==> src/rtl/multi_cycle_ctrl_pkg.sv <==
`default_nettype none
// ============================================================================
//  Module      : multi_cycle_ctrl_pkg
//  Description : Shared encodings for the multi-cycle MIPS-subset controller.
//                Defines the FSM state enum, opcode constants, ALU function
//                codes, datapath mux select codes and the one-hot opcode
//                class record produced by op_class_dec.
//  Revision    : 1.0  initial release
// ============================================================================
package multi_cycle_ctrl_pkg;

    // Controller states
    typedef enum logic [2:0] {
        ST_IF  = 3'd0,
        ST_ID  = 3'd1,
        ST_EX  = 3'd2,
        ST_MEM = 3'd3,
        ST_WB  = 3'd4
    } state_t;

    // Opcodes (IR[31:26])
    localparam logic [5:0] c_op_rtype = 6'b000000;
    localparam logic [5:0] c_op_addi  = 6'b001000;
    localparam logic [5:0] c_op_andi  = 6'b001100;
    localparam logic [5:0] c_op_ori   = 6'b001101;
    localparam logic [5:0] c_op_xori  = 6'b001110;
    localparam logic [5:0] c_op_lui   = 6'b001111;
    localparam logic [5:0] c_op_lw    = 6'b100011;
    localparam logic [5:0] c_op_sw    = 6'b101011;
    localparam logic [5:0] c_op_beq   = 6'b000100;
    localparam logic [5:0] c_op_j     = 6'b000010;
    localparam logic [5:0] c_op_jal   = 6'b000011;

    // ALU function codes
    localparam logic [3:0] c_alu_add   = 4'b0001;
    localparam logic [3:0] c_alu_and   = 4'b0010;
    localparam logic [3:0] c_alu_or    = 4'b0011;
    localparam logic [3:0] c_alu_beq   = 4'b0101;
    localparam logic [3:0] c_alu_lui   = 4'b0110;
    localparam logic [3:0] c_alu_xor   = 4'b0111;
    localparam logic [3:0] c_alu_addi  = 4'b1110;
    localparam logic [3:0] c_alu_rtype = 4'b1111;

    // PC input select
    localparam logic [1:0] c_pc_src_alu    = 2'b00;
    localparam logic [1:0] c_pc_src_aluout = 2'b01;
    localparam logic [1:0] c_pc_src_jump   = 2'b10;

    // ALU operand B select
    localparam logic [1:0] c_srcb_reg  = 2'b00;
    localparam logic [1:0] c_srcb_four = 2'b01;
    localparam logic [1:0] c_srcb_imm  = 2'b10;
    localparam logic [1:0] c_srcb_br   = 2'b11;

    // Register file destination select
    localparam logic [1:0] c_dst_rt = 2'b00;
    localparam logic [1:0] c_dst_rd = 2'b01;
    localparam logic [1:0] c_dst_ra = 2'b10;

    // Register file write-data select
    localparam logic [1:0] c_m2r_aluout = 2'b00;
    localparam logic [1:0] c_m2r_mdr    = 2'b01;
    localparam logic [1:0] c_m2r_pc     = 2'b10;

    // One-hot instruction class
    typedef struct packed {
        logic r_type;
        logic addi;
        logic andi;
        logic ori;
        logic xori;
        logic lui;
        logic lw;
        logic sw;
        logic beq;
        logic j;
        logic jal;
        logic illegal;
    } op_class_t;

endpackage : multi_cycle_ctrl_pkg
`default_nettype wire

==> src/rtl/multi_cycle_ctrl_op_class_dec.sv <==
`default_nettype none
// ============================================================================
//  Module      : op_class_dec
//  Description : Purely combinational opcode classifier. Maps the 6-bit IR
//                opcode onto a one-hot instruction class; any opcode outside
//                the supported subset sets the illegal bit.
//  Ports       : i_op    [5:0]  opcode field
//                o_class        one-hot op_class_t
//  Revision    : 1.0  initial release
// ============================================================================
module op_class_dec
    import multi_cycle_ctrl_pkg::*;
(
    input  logic [5:0] i_op,
    output op_class_t  o_class
);

    always_comb begin
        o_class = '0;
        case (i_op)
            c_op_rtype: o_class.r_type  = 1'b1;
            c_op_addi:  o_class.addi    = 1'b1;
            c_op_andi:  o_class.andi    = 1'b1;
            c_op_ori:   o_class.ori     = 1'b1;
            c_op_xori:  o_class.xori    = 1'b1;
            c_op_lui:   o_class.lui     = 1'b1;
            c_op_lw:    o_class.lw      = 1'b1;
            c_op_sw:    o_class.sw      = 1'b1;
            c_op_beq:   o_class.beq     = 1'b1;
            c_op_j:     o_class.j       = 1'b1;
            c_op_jal:   o_class.jal     = 1'b1;
            default:    o_class.illegal = 1'b1;
        endcase
    end

endmodule : op_class_dec
`default_nettype wire

==> src/rtl/multi_cycle_ctrl.sv <==
`default_nettype none
// ============================================================================
//  Module      : multi_cycle_ctrl
//  Description : Multi-cycle control FSM (IF/ID/EX/MEM/WB) for a shared-ALU,
//                shared-memory MIPS-subset datapath. All datapath controls are
//                combinational decodes of the current state and opcode, held
//                at zero while rst_n is low.
//  Ports       : clk, rst_n (sync, active low), op[5:0], zero,
//                mem_ready (only with MEM_WAIT_EN),
//                pc_wr, ir_wr, iord, mem_rd, mem_wr, pc_src[1:0], alu_src_a,
//                alu_src_b[1:0], alu_op[3:0], ext_op, reg_dst[1:0],
//                mem_to_reg[1:0], reg_wr, instr_done, illegal_op, state[2:0]
//  Config      : MEM_WAIT_EN - IF and MEM stall until mem_ready is high
//  Revision    : 1.0  initial release
// ============================================================================
module multi_cycle_ctrl
    import multi_cycle_ctrl_pkg::*;
(
    input  logic       clk,
    input  logic       rst_n,
    input  logic [5:0] op,
    input  logic       zero,
`ifdef MEM_WAIT_EN
    input  logic       mem_ready,
`endif
    output logic       pc_wr,
    output logic       ir_wr,
    output logic       iord,
    output logic       mem_rd,
    output logic       mem_wr,
    output logic [1:0] pc_src,
    output logic       alu_src_a,
    output logic [1:0] alu_src_b,
    output logic [3:0] alu_op,
    output logic       ext_op,
    output logic [1:0] reg_dst,
    output logic [1:0] mem_to_reg,
    output logic       reg_wr,
    output logic       instr_done,
    output logic       illegal_op,
    output logic [2:0] state
);

    state_t    r_state;
    state_t    w_next_state;
    op_class_t w_class;
    logic      w_mem_ready;

`ifdef MEM_WAIT_EN
    assign w_mem_ready = mem_ready;
`else
    assign w_mem_ready = 1'b1;
`endif

    op_class_dec u_op_class_dec (
        .i_op    (op),
        .o_class (w_class)
    );

    always_ff @(posedge clk) begin
        if (!rst_n) begin
            r_state <= ST_IF;
        end else begin
            r_state <= w_next_state;
        end
    end

    assign state = rst_n ? r_state : 3'd0;

    always_comb begin
        pc_wr        = 1'b0;
        ir_wr        = 1'b0;
        iord         = 1'b0;
        mem_rd       = 1'b0;
        mem_wr       = 1'b0;
        pc_src       = c_pc_src_alu;
        alu_src_a    = 1'b0;
        alu_src_b    = c_srcb_reg;
        alu_op       = 4'b0000;
        ext_op       = 1'b0;
        reg_dst      = c_dst_rt;
        mem_to_reg   = c_m2r_aluout;
        reg_wr       = 1'b0;
        instr_done   = 1'b0;
        illegal_op   = 1'b0;
        w_next_state = ST_IF;

        // Everything stays at its zero default while reset is asserted,
        // which also aborts any in-flight instruction in the same cycle.
        if (rst_n) begin
            case (r_state)
                ST_IF: begin
                    mem_rd    = 1'b1;
                    iord      = 1'b0;
                    ir_wr     = w_mem_ready;
                    pc_wr     = w_mem_ready;
                    alu_src_b = c_srcb_four;
                    alu_op    = c_alu_add;
                    pc_src    = c_pc_src_alu;
                    w_next_state = w_mem_ready ? ST_ID : ST_IF;
                end
                ST_ID: begin
                    // Branch target PC+4+(imm<<2) is computed here so EX of
                    // beq can select it from ALUOut.
                    ext_op    = 1'b1;
                    alu_src_b = c_srcb_br;
                    alu_op    = c_alu_add;
                    if (w_class.j || w_class.jal) begin
                        pc_wr      = 1'b1;
                        pc_src     = c_pc_src_jump;
                        instr_done = 1'b1;
                        if (w_class.jal) begin
                            // PC already holds PC+4 from IF: that is the link.
                            reg_wr     = 1'b1;
                            reg_dst    = c_dst_ra;
                            mem_to_reg = c_m2r_pc;
                        end
                        w_next_state = ST_IF;
                    end else if (w_class.illegal) begin
                        illegal_op   = 1'b1;
                        instr_done   = 1'b1;
                        w_next_state = ST_IF;
                    end else begin
                        w_next_state = ST_EX;
                    end
                end
                ST_EX: begin
                    alu_src_a = 1'b1;
                    alu_src_b = (w_class.r_type || w_class.beq) ? c_srcb_reg : c_srcb_imm;
                    ext_op    = w_class.lw | w_class.sw | w_class.beq | w_class.addi;
                    if (w_class.r_type)    alu_op = c_alu_rtype;
                    else if (w_class.addi) alu_op = c_alu_addi;
                    else if (w_class.andi) alu_op = c_alu_and;
                    else if (w_class.ori)  alu_op = c_alu_or;
                    else if (w_class.xori) alu_op = c_alu_xor;
                    else if (w_class.lui)  alu_op = c_alu_lui;
                    else if (w_class.beq)  alu_op = c_alu_beq;
                    else                   alu_op = c_alu_add;
                    if (w_class.beq) begin
                        pc_src       = c_pc_src_aluout;
                        pc_wr        = zero;
                        instr_done   = 1'b1;
                        w_next_state = ST_IF;
                    end else if (w_class.lw || w_class.sw) begin
                        w_next_state = ST_MEM;
                    end else begin
                        w_next_state = ST_WB;
                    end
                end
                ST_MEM: begin
                    iord = 1'b1;
                    if (w_class.lw) begin
                        mem_rd       = 1'b1;
                        w_next_state = w_mem_ready ? ST_WB : ST_MEM;
                    end else if (w_class.sw) begin
                        mem_wr       = 1'b1;
                        instr_done   = w_mem_ready;
                        w_next_state = w_mem_ready ? ST_IF : ST_MEM;
                    end else begin
                        w_next_state = ST_IF;
                    end
                end
                ST_WB: begin
                    reg_wr       = 1'b1;
                    instr_done   = 1'b1;
                    reg_dst      = w_class.r_type ? c_dst_rd : c_dst_rt;
                    mem_to_reg   = w_class.lw ? c_m2r_mdr : c_m2r_aluout;
                    w_next_state = ST_IF;
                end
                default: begin
                    w_next_state = ST_IF;
                end
            endcase
        end
    end

endmodule : multi_cycle_ctrl
`default_nettype wire

==> config.mk <==
export PLATFORM = sky130hd
export DESIGN_NAME = multi_cycle_ctrl
export DESIGN_NICKNAME = d
export VERILOG_FILES = /design/src/rtl/multi_cycle_ctrl_pkg.sv /design/src/rtl/multi_cycle_ctrl_op_class_dec.sv /design/src/rtl/multi_cycle_ctrl.sv
export SDC_FILE = /design/constraint.sdc
export NUM_CORES = 1
export LEC_CHECK = 0
export CAP_MARGIN = 20
export CORE_ASPECT_RATIO = 1.5
export CORE_MARGIN = 3
export CORE_UTILIZATION = 25
export CTS_CLUSTER_SIZE = 20
export DETAILED_ROUTE_END_ITERATION = 6
export PLACE_DENSITY = 0.68
export SETUP_SLACK_MARGIN = 0.5
export SKIP_LAST_GASP = 1
export SYNTH_ARGS = -nofsm -noshare
export SYNTH_HDL_FRONTEND = slang
export SYNTH_SLANG_ARGS = --single-unit
==> constraint.sdc <==
create_clock -name clk -period 1.3 [get_ports clk]
set_clock_uncertainty 0.1 [all_clocks]
set_input_delay 0.195 -clock clk [delete_from_list [all_inputs] [get_ports clk]]
set_output_delay 0.195 -clock clk [all_outputs]
set_load 0.03 [all_outputs]
==> key figures, run 1 <==
Place
  • Number of I/O port buffers: 33
  • RePlAce Congestion: between 0.8 and 0.9
  • Dpl hpwl: 2100 um

Die
  • Die H: between 60 and 70 um
  • Initial Util: about a quarter
  • Row Count: 21
  • Die area: ~3000 sq um
  • Die X-Extent: ~46 um
  • Top-Level Pins: 34
  • Core area: about 2300 sq um

Routing
  • Uppermost layer routed: met4
  • Total wire length: approximately 3400 um
  • Router iterations before antenna repair: 4
  • Met1 wire length: 1250 um
  • WL met3: roughly 76 um
  • Number of remaining DRC errors: 0
  • WL/cell: between 15 and 20 um
  • Routed vias/inst: 5.18
  • Metal2 WL: slightly above 2000 um
  • 1st-iter DRT viols: 16
  • Routed Antenna Nets: 0
  • DR vias: roughly 1100

Timing
  • Actual slew at the worst max-slew pin: around 0.28 ns
  • Fin. Hold Viols: 0
  • Setup-failing EPs final: 23
  • Post-route setup slack: -0.433 ns
  • FMAX: 577 MHz
  • RSZ-0062 raised after global routing: yes
  • Hold slack final: between 0.2 and 0.3 ns
  • Period utilization: 133%
  • Max-slew violation count: 0
  • Min Tclk post-route: ~1.7 ns
  • Rel. slew slack: between 80 and 90%

Worst hold path
  • Worst hold path type: input pin to flip-flop
  • Hold Crit Depth: 3

Power
  • Gate power share: approximately 64%
  • Pint: approximately 0.46 mW
  • P per Cell Area: 418 nW/um^2
  • Final Total Pwr: between 0.7 and 0.8 mW
  • Clk pwr share: between 20 and 25%
  • Register share of total power: a little over an eighth
  • Worst vdd ir: ~240 uV
  • Leakage: roughly 0.79 nW
  • Switching power: between 0.3 and 0.4 mW
  • Sw Share: about 40%

Critical path
  • Sum of buffers and inverters on the critical path: 3
  • CP Launch Type: flip-flop
  • Crit path depth: 6
  • Worst reg2reg path depth: 5
  • Largest stage delay, worst path: ~0.44 ns
  • WS Path Type: flip-flop to output pin
  • Critical path fanouts, max: 8
  • CP cell instances: buf_6 > nor2_4 > nand2_2 > inv_1 > a311o_2 > buf_6
  • Cell mode on critical path: buf_6
  • Critical Path AT: around 1.4 ns
  • Crit path max-delay family: flip-flops
  • Worst Path Required: 1.00 ns
  • Crit end category: output pin
  • Slowest CP cell: dfxtp_4

Logic synthesis
  • Seq/Total Area, Yosys: between 10% and 20%
  • Post-synthesis cell area: 599 sq um
  • Post-synth EDFFs: 0
  • Synth Warn #: 0
  • Synth unique cells: 38
  • Top-area cell type share of the netlist area: around 10%
  • Mapped Cells: slightly below 100
  • Post-synthesis mux area share: 0%
  • Syn nets: 107
  • Top FF cell, synth: dfxtp_1
  • XOR/XNOR share of the synthesized area: around 1.5%
  • FF+latch count, synth: 3
  • Synth Area in Simple Gates: 52.2%
  • Syn_area_per_cell: approximately 6.1 sq um
  • Fraction of registers with async set/reset: 0%
  • Cell taking the most area after synthesis: dfxtp_1
  • Synth Area in Compound Gates: 22.1%
  • Synth top area cells: dfxtp_1 (10%), nor2_1 (10%), nand2_1 (8.1%)
  • Largest family of logic cells by synthesized area: simple AND/OR/NAND/NOR gates
  • Post-synthesis adder-cell area fraction: 0%

Clock network
  • Cts bufs inserted: 3
  • Clk buf depth: 2
  • Root buffer cell: clkbuf_4
  • Clock latency on the worst-skew pair: ~0.24 ns
  • Number of clock sinks: 3
  • Clock tree from TritonCTS: built
  • # hold bufs at CTS: 0
  • Clock transition at path regs: around 0.04 ns
  • Depth of the CTS H-tree: 1

Finish
  • Most flop-heavy register: r_state
  • Area grow syn2layout: 207%
  • NumNets Final: around 190
  • Largest registers: r_state (3)
  • Max reg flops: 3
  • Antenna diode count: 0
  • Fraction of layout cells with a size suffix above 1: around four fifths
  • Fin util: around four fifths

Outcome
  • Status: complete, but fails checks
  • Failing checks: negative setup slack

Global route
  • Vias in the first global route: 1157
  • Initial antenna violation count: 0
  • Grt ovf: 0
  • Largest net degree at the start of global routing: 10
  • Total Routing Usage GR: ~22%
  • Global-route wire length before repair: between 5000 and 6000 um

Job
  • Max cap viols: 0
-- cell type report --
class | count | area, sq um
timing repair buffer | 89 | 866
multi-input combinational | 81 | 826
fill | 134 | 419
sequential | 3 | 71.3
tap | 23 | 28.8
clock buffer | 4 | 26.3
inverter | 4 | 22.5
-- power by group through the flow --
stage / clock network (mW) / registers, mW / logic, mW
after floorplan: 0 / 0.103 / 0.250
after global placement: 0 / 0.110 / 0.385
after detailed placement: 0 / 0.110 / 0.389
after CTS: 0.170 / 0.103 / 0.446
after global routing: 0.185 / 0.105 / 0.519
final: 0.171 / 0.104 / 0.493
-- cells in the final DEF, fill, tap and decap left out, types with 2 or more instances in the layout --
| master | count |
|---|---|
| a21oi_2 | 2 |
| nand3_1 | 2 |
| nor2_2 | 2 |
| nand2_8 | 2 |
| nand2_2 | 3 |
| nor4_4 | 2 |
| and2_4 | 3 |
| nor2_1 | 5 |
| a21oi_4 | 5 |
| nand2b_4 | 2 |
| buf_8 | 2 |
| and3_4 | 2 |
| nor2b_4 | 2 |
| dfxtp_4 | 3 |
| a21oi_1 | 2 |
| nor3_4 | 5 |
| nor2_4 | 9 |
| nand2_1 | 7 |
| buf_6 | 45 |
| clkbuf_4 | 3 |
| inv_1 | 3 |
| nor3_1 | 2 |
| buf_4 | 38 |
-- synth_stat cells (2+ instances only) --
| master | count |
|---|---|
| a211oi_1 | 2 |
| a21oi_1 | 9 |
| and2_1 | 4 |
| and3_1 | 2 |
| buf_2 | 2 |
| buf_6 | 2 |
| clkbuf_1 | 4 |
| dfxtp_1 | 3 |
| inv_1 | 3 |
| nand2_1 | 13 |
| nand2b_1 | 2 |
| nand3_1 | 3 |
| nor2_1 | 16 |
| nor2b_1 | 2 |
| nor3_1 | 6 |
| nor4_1 | 2 |
| or2_1 | 2 |
-- timing repair --
| item | 4_1_cts | 5_1_grt |
|---|---|---|
| cloned | 0 | 0 |
| endpoints found under the setup margin | 28 | 28 |
| resized for setup | 91 | 21 |
| hold endpoints to repair | 0 | 0 |
| pin swaps | 19 | 18 |
| setup buffers | 5 | 4 |
-- final timing paths --
path	start	end	slack [ns]
setup / recovery	r_state[1]	instr_done	-0.43
setup reg to reg	r_state[1]	r_state[1]	0.14
hold / removal	op[4]	r_state[1]	0.28
hold reg to reg	r_state[2]	r_state[1]	0.65
-- cells by family (layout without fill, tap and decap cells) --
family | count (synthesis) | after routing
and+or+nand+nor | 59 | 59
AOI/OAI and AO/OA | 21 | 21
buffers and inverters | 14 | 97
DFF | 3 | 3
xor gates and xnor gates | 1 | 1
-- worst register-to-register path, cell delays in order (launching register included) --
cell     delay (ns)
dfxtp_4        0.44
buf_8          0.14
inv_8          0.04
buf_6          0.11
a31oi_1        0.14
nor3_1         0.07
-- per-layer routing --
layer | GRT usage [%] | vias to the layer above
met1 | 25.0 | 511
met4 | 13.5 | 0
met5 | 0 | -
met2 | 38.6 | 27
met3 | 2.18 | 8
li1 | - | 510
-- metrics by stage --
stage	setup WS (ns)	area (sq um)	TNS, ns	std cells
2_1_floorplan	-0.311	975	-2.40	98
3_3_place_gp	-0.809	1470	-15.52	191
3_5_place_dp	-0.825	1470	-15.60	191
4_1_cts	-0.413	1740	-7.41	200
5_1_grt	-0.496	1840	-8.89	204
6_report	-0.433	1840	-7.75	204
Note: power is estimated with default switching activity, not from simulation.
==> run 2, diff against run 1 <==
CAP_MARGIN = 0   (was 20)
clock period = 1.4 ns   (was 1.3 ns; I/O delays follow)
==> run 2 against run 1 <==
Against the previous run:
- the run still ends with negative setup slack left
- critical path depth is 2 lower
- worst setup slack improved by 0.086 ns
- cell area is 5.8% higher
- die area did not move
- via count up 8.1%
- sequential share of layout area shrank 0.21 points
- critical endpoint is now pc_wr
- highest routed layer unchanged
==> key figures, run 2 (synthesis results as in run 1) <==
Outcome
  • Status: complete, but fails checks (unchanged)
  • Failing checks: negative setup slack (unchanged)

Routing
  • Met1 wire length: 1320 um (was 1250 um)
  • WL met3: 187 um (was 76 um)
  • Router iterations before antenna repair: 4 (unchanged)
  • Total wire length: 3970 um (was 3430 um)
  • Number of remaining DRC errors: 0 (unchanged)
  • DR vias: 1142 (was 1056)
  • Metal2 WL: 2310 um (was 2010 um)
  • Uppermost layer routed: met4 (unchanged)
  • WL/cell: 19.0 um (was 16.8 um)
  • Routed Antenna Nets: 0 (unchanged)
  • Routed vias/inst: 5.46 (was 5.18)
  • 1st-iter DRT viols: 25 (was 16)

Finish
  • Area grow syn2layout: 225% (was 207%)
  • Multi-input logic area: 882 sq um (was 826 sq um)
  • Fillers: 101 (was 134)
  • Commonest cells after routing, fill and taps aside: buf_6 (49), buf_4 (38), nor2_4 (11) (was buf_6 (45), buf_4 (38), nor2_4 (9))
  • Fin util: 86.2% (was 81.5%)
  • Fraction of layout cells with a size suffix above 1: 86.6% (was 81.2%)
  • Largest registers: r_state (3) (unchanged)
  • NumNets Final: 196 (was 191)
  • Antenna diode count: 0 (unchanged)
  • Commonest non-fill, non-tap cell in the layout: buf_6 (unchanged)
  • Max reg flops: 3 (unchanged)
  • Reg area: 71.3 sq um (unchanged)
  • Most flop-heavy register: r_state (unchanged)

Timing
  • Setup-failing EPs final: 24 (was 23)
  • Post-route setup slack: -0.347 ns (was -0.433 ns)
  • Period utilization: 125%
  • Max-slew violation count: 0 (unchanged)
  • Rel. slew slack: 79.5% (was 81.0%)
  • Min Tclk post-route: between 1.5 and 2 ns
  • Actual slew at the worst max-slew pin: 0.307 ns (was 0.282 ns)
  • RSZ-0062 raised after global routing: yes (unchanged)
  • FMAX: between 500 and 600 MHz
  • Fin. Hold Viols: 0 (unchanged)

Worst hold path
  • Min-Delay Endpoint: r_state[1] (unchanged)
  • Min-Delay Startpoint: op[4] (unchanged)
  • Worst hold path type: input pin to flip-flop (unchanged)
  • Hold Crit Depth: 3 (unchanged)

Global route
  • Grt ovf: 0 (unchanged)
  • Vias in the first global route: 1188 (was 1157)
  • Initial antenna violation count: 0 (unchanged)
  • Total Routing Usage GR: 24.7% (was 22.4%)
  • Largest net degree at the start of global routing: 8 (was 10)
  • Global-route wire length before repair: 5350 um (was 5160 um)

Die
  • Core area: 2260 sq um (unchanged)
  • Row Count: 21 (unchanged)
  • Die H: 66.0 um (unchanged)
  • Die X-Extent: 46.0 um (unchanged)
  • Initial Util: 26.5% (unchanged)
  • Die area: 3030 sq um (unchanged)
  • Top-Level Pins: 34 (unchanged)

Place
  • Number of I/O port buffers: 33 (unchanged)
  • Dpl hpwl: 2170 um (was 2100 um)
  • Pre-CTS WS: -0.746 ns (was -0.825 ns)
  • RePlAce Congestion: 0.861 (was 0.806)

Power
  • Worst vdd ir: 255 uV (was 240 uV)
  • Leakage: 0.848 nW (was 0.793 nW)
  • Final Total Pwr: 0.749 mW (was 0.769 mW)
  • P per Cell Area: 385 nW/um^2 (was 418 nW/um^2)

Clock network
  • # hold bufs at CTS: 0 (unchanged)
  • Root buffer cell: clkbuf_4 (unchanged)
  • Cts bufs inserted: 3 (unchanged)
  • Depth of the CTS H-tree: 1 (unchanged)
  • Clk buf depth: 2 (unchanged)
  • Clock transition at path regs: 0.04 ns (about the same)
  • Clock tree from TritonCTS: built (unchanged)
  • Number of clock sinks: 3 (unchanged)
  • Clock latency on the worst-skew pair: 0.25 ns (was 0.24 ns)

Critical path
  • Reg2reg setup slack: 0.22 ns (was 0.14 ns)
  • CP Launch Type: flip-flop (unchanged)
  • Worst reg2reg path depth: 4 (was 5)
  • Critical path fanouts, max: 5 (was 8)
  • Worst R2R End: r_state[0] (was r_state[1])
  • WS Path Type: flip-flop to output pin (unchanged)
  • Crit end category: output pin (unchanged)
  • Reg-to-reg startpoint: r_state[2] (was r_state[1])
  • Worst Path Required: 1.09 ns (was 1.00 ns)
  • Critical Path AT: 1.44 ns (about the same)

Job
  • Max cap viols: 0 (unchanged)
-- run 2: cell types whose count changed in the layout (fill, tap and decap cells not counted), sizes merged --
cell,previous run,this run
clkinv,0,1
nand2b,2,3
clkdlybuf4s15,0,1
buf,87,91
inv,4,3
dlygate4sd2,1,0
-- run 2: repair_timing --
action | in CTS | in global routing
setup buffers | 15 | 5
cloned | 1 | 0
resized for setup | 100 | 28
endpoints found under the setup margin | 28 | 28
pin swaps | 30 | 19
-- run 2: metrics by stage --
step	instance area [sq um]	TNS, ns	hold slack (ns)	std cells
floorplan	972	-1.15	0.303	98
global placement	1400	-12.72	0.442	184
detailed placement	1400	-13.14	0.444	184
CTS	1810	-4.70	0.318	204
global route	1950	-6.08	0.241	209
finish	1950	-5.42	0.215	209
-- run 2: worst max-delay path by stage --
stage | startpoint | end | slack [ns] | cells after the start
CTS | op[5] | pc_wr | -0.33 | 7
global route | r_state[0] | pc_wr | -0.37 | 4
finish | r_state[0] | pc_wr | -0.35 | 4
floorplan | op[4] | pc_wr | -0.24 | 5
detailed placement | op[3] | pc_wr | -0.75 | 6
global placement | op[3] | pc_wr | -0.72 | 6
-- run 2: routing by layer --
layer / up-vias / GRT usage [%]
met1: 563 / 21.4
met5: - / 0
met2: 46 / 49.5
met3: 14 / 2.18
li1: 519 / -
met4: 0 / 13.9
-- run 2: final cells by class --
class | count | share of cell area (%)
multi-input combinational | 82 | 45.3
inverter | 4 | 1.41
timing repair buffer | 93 | 46.8
tap | 23 | 1.48
sequential | 3 | 3.66
clock buffer | 4 | 1.35
-- run 2: worst max-delay path: stages, from the launching register on --
cell and delay (ns):
dfxtp_4 0.37, buf_6 0.14, or3b_4 0.40, a21oi_4 0.14, buf_6 0.15
-- run 2: power breakdown --
| part | total (mW) | internal, mW | switching [mW] |
|---|---|---|---|
| clock network | 0.166 | 0.108 | 0.0585 |
| logic | 0.489 | 0.245 | 0.244 |
| registers | 0.0942 | 0.0858 | 0.00845 |
==> run 3, diff against run 2 <==
CAP_MARGIN = 15   (was 0)
==> results of run 3 <==
The final DEF is identical to that of run 2; final timing and power are the same.
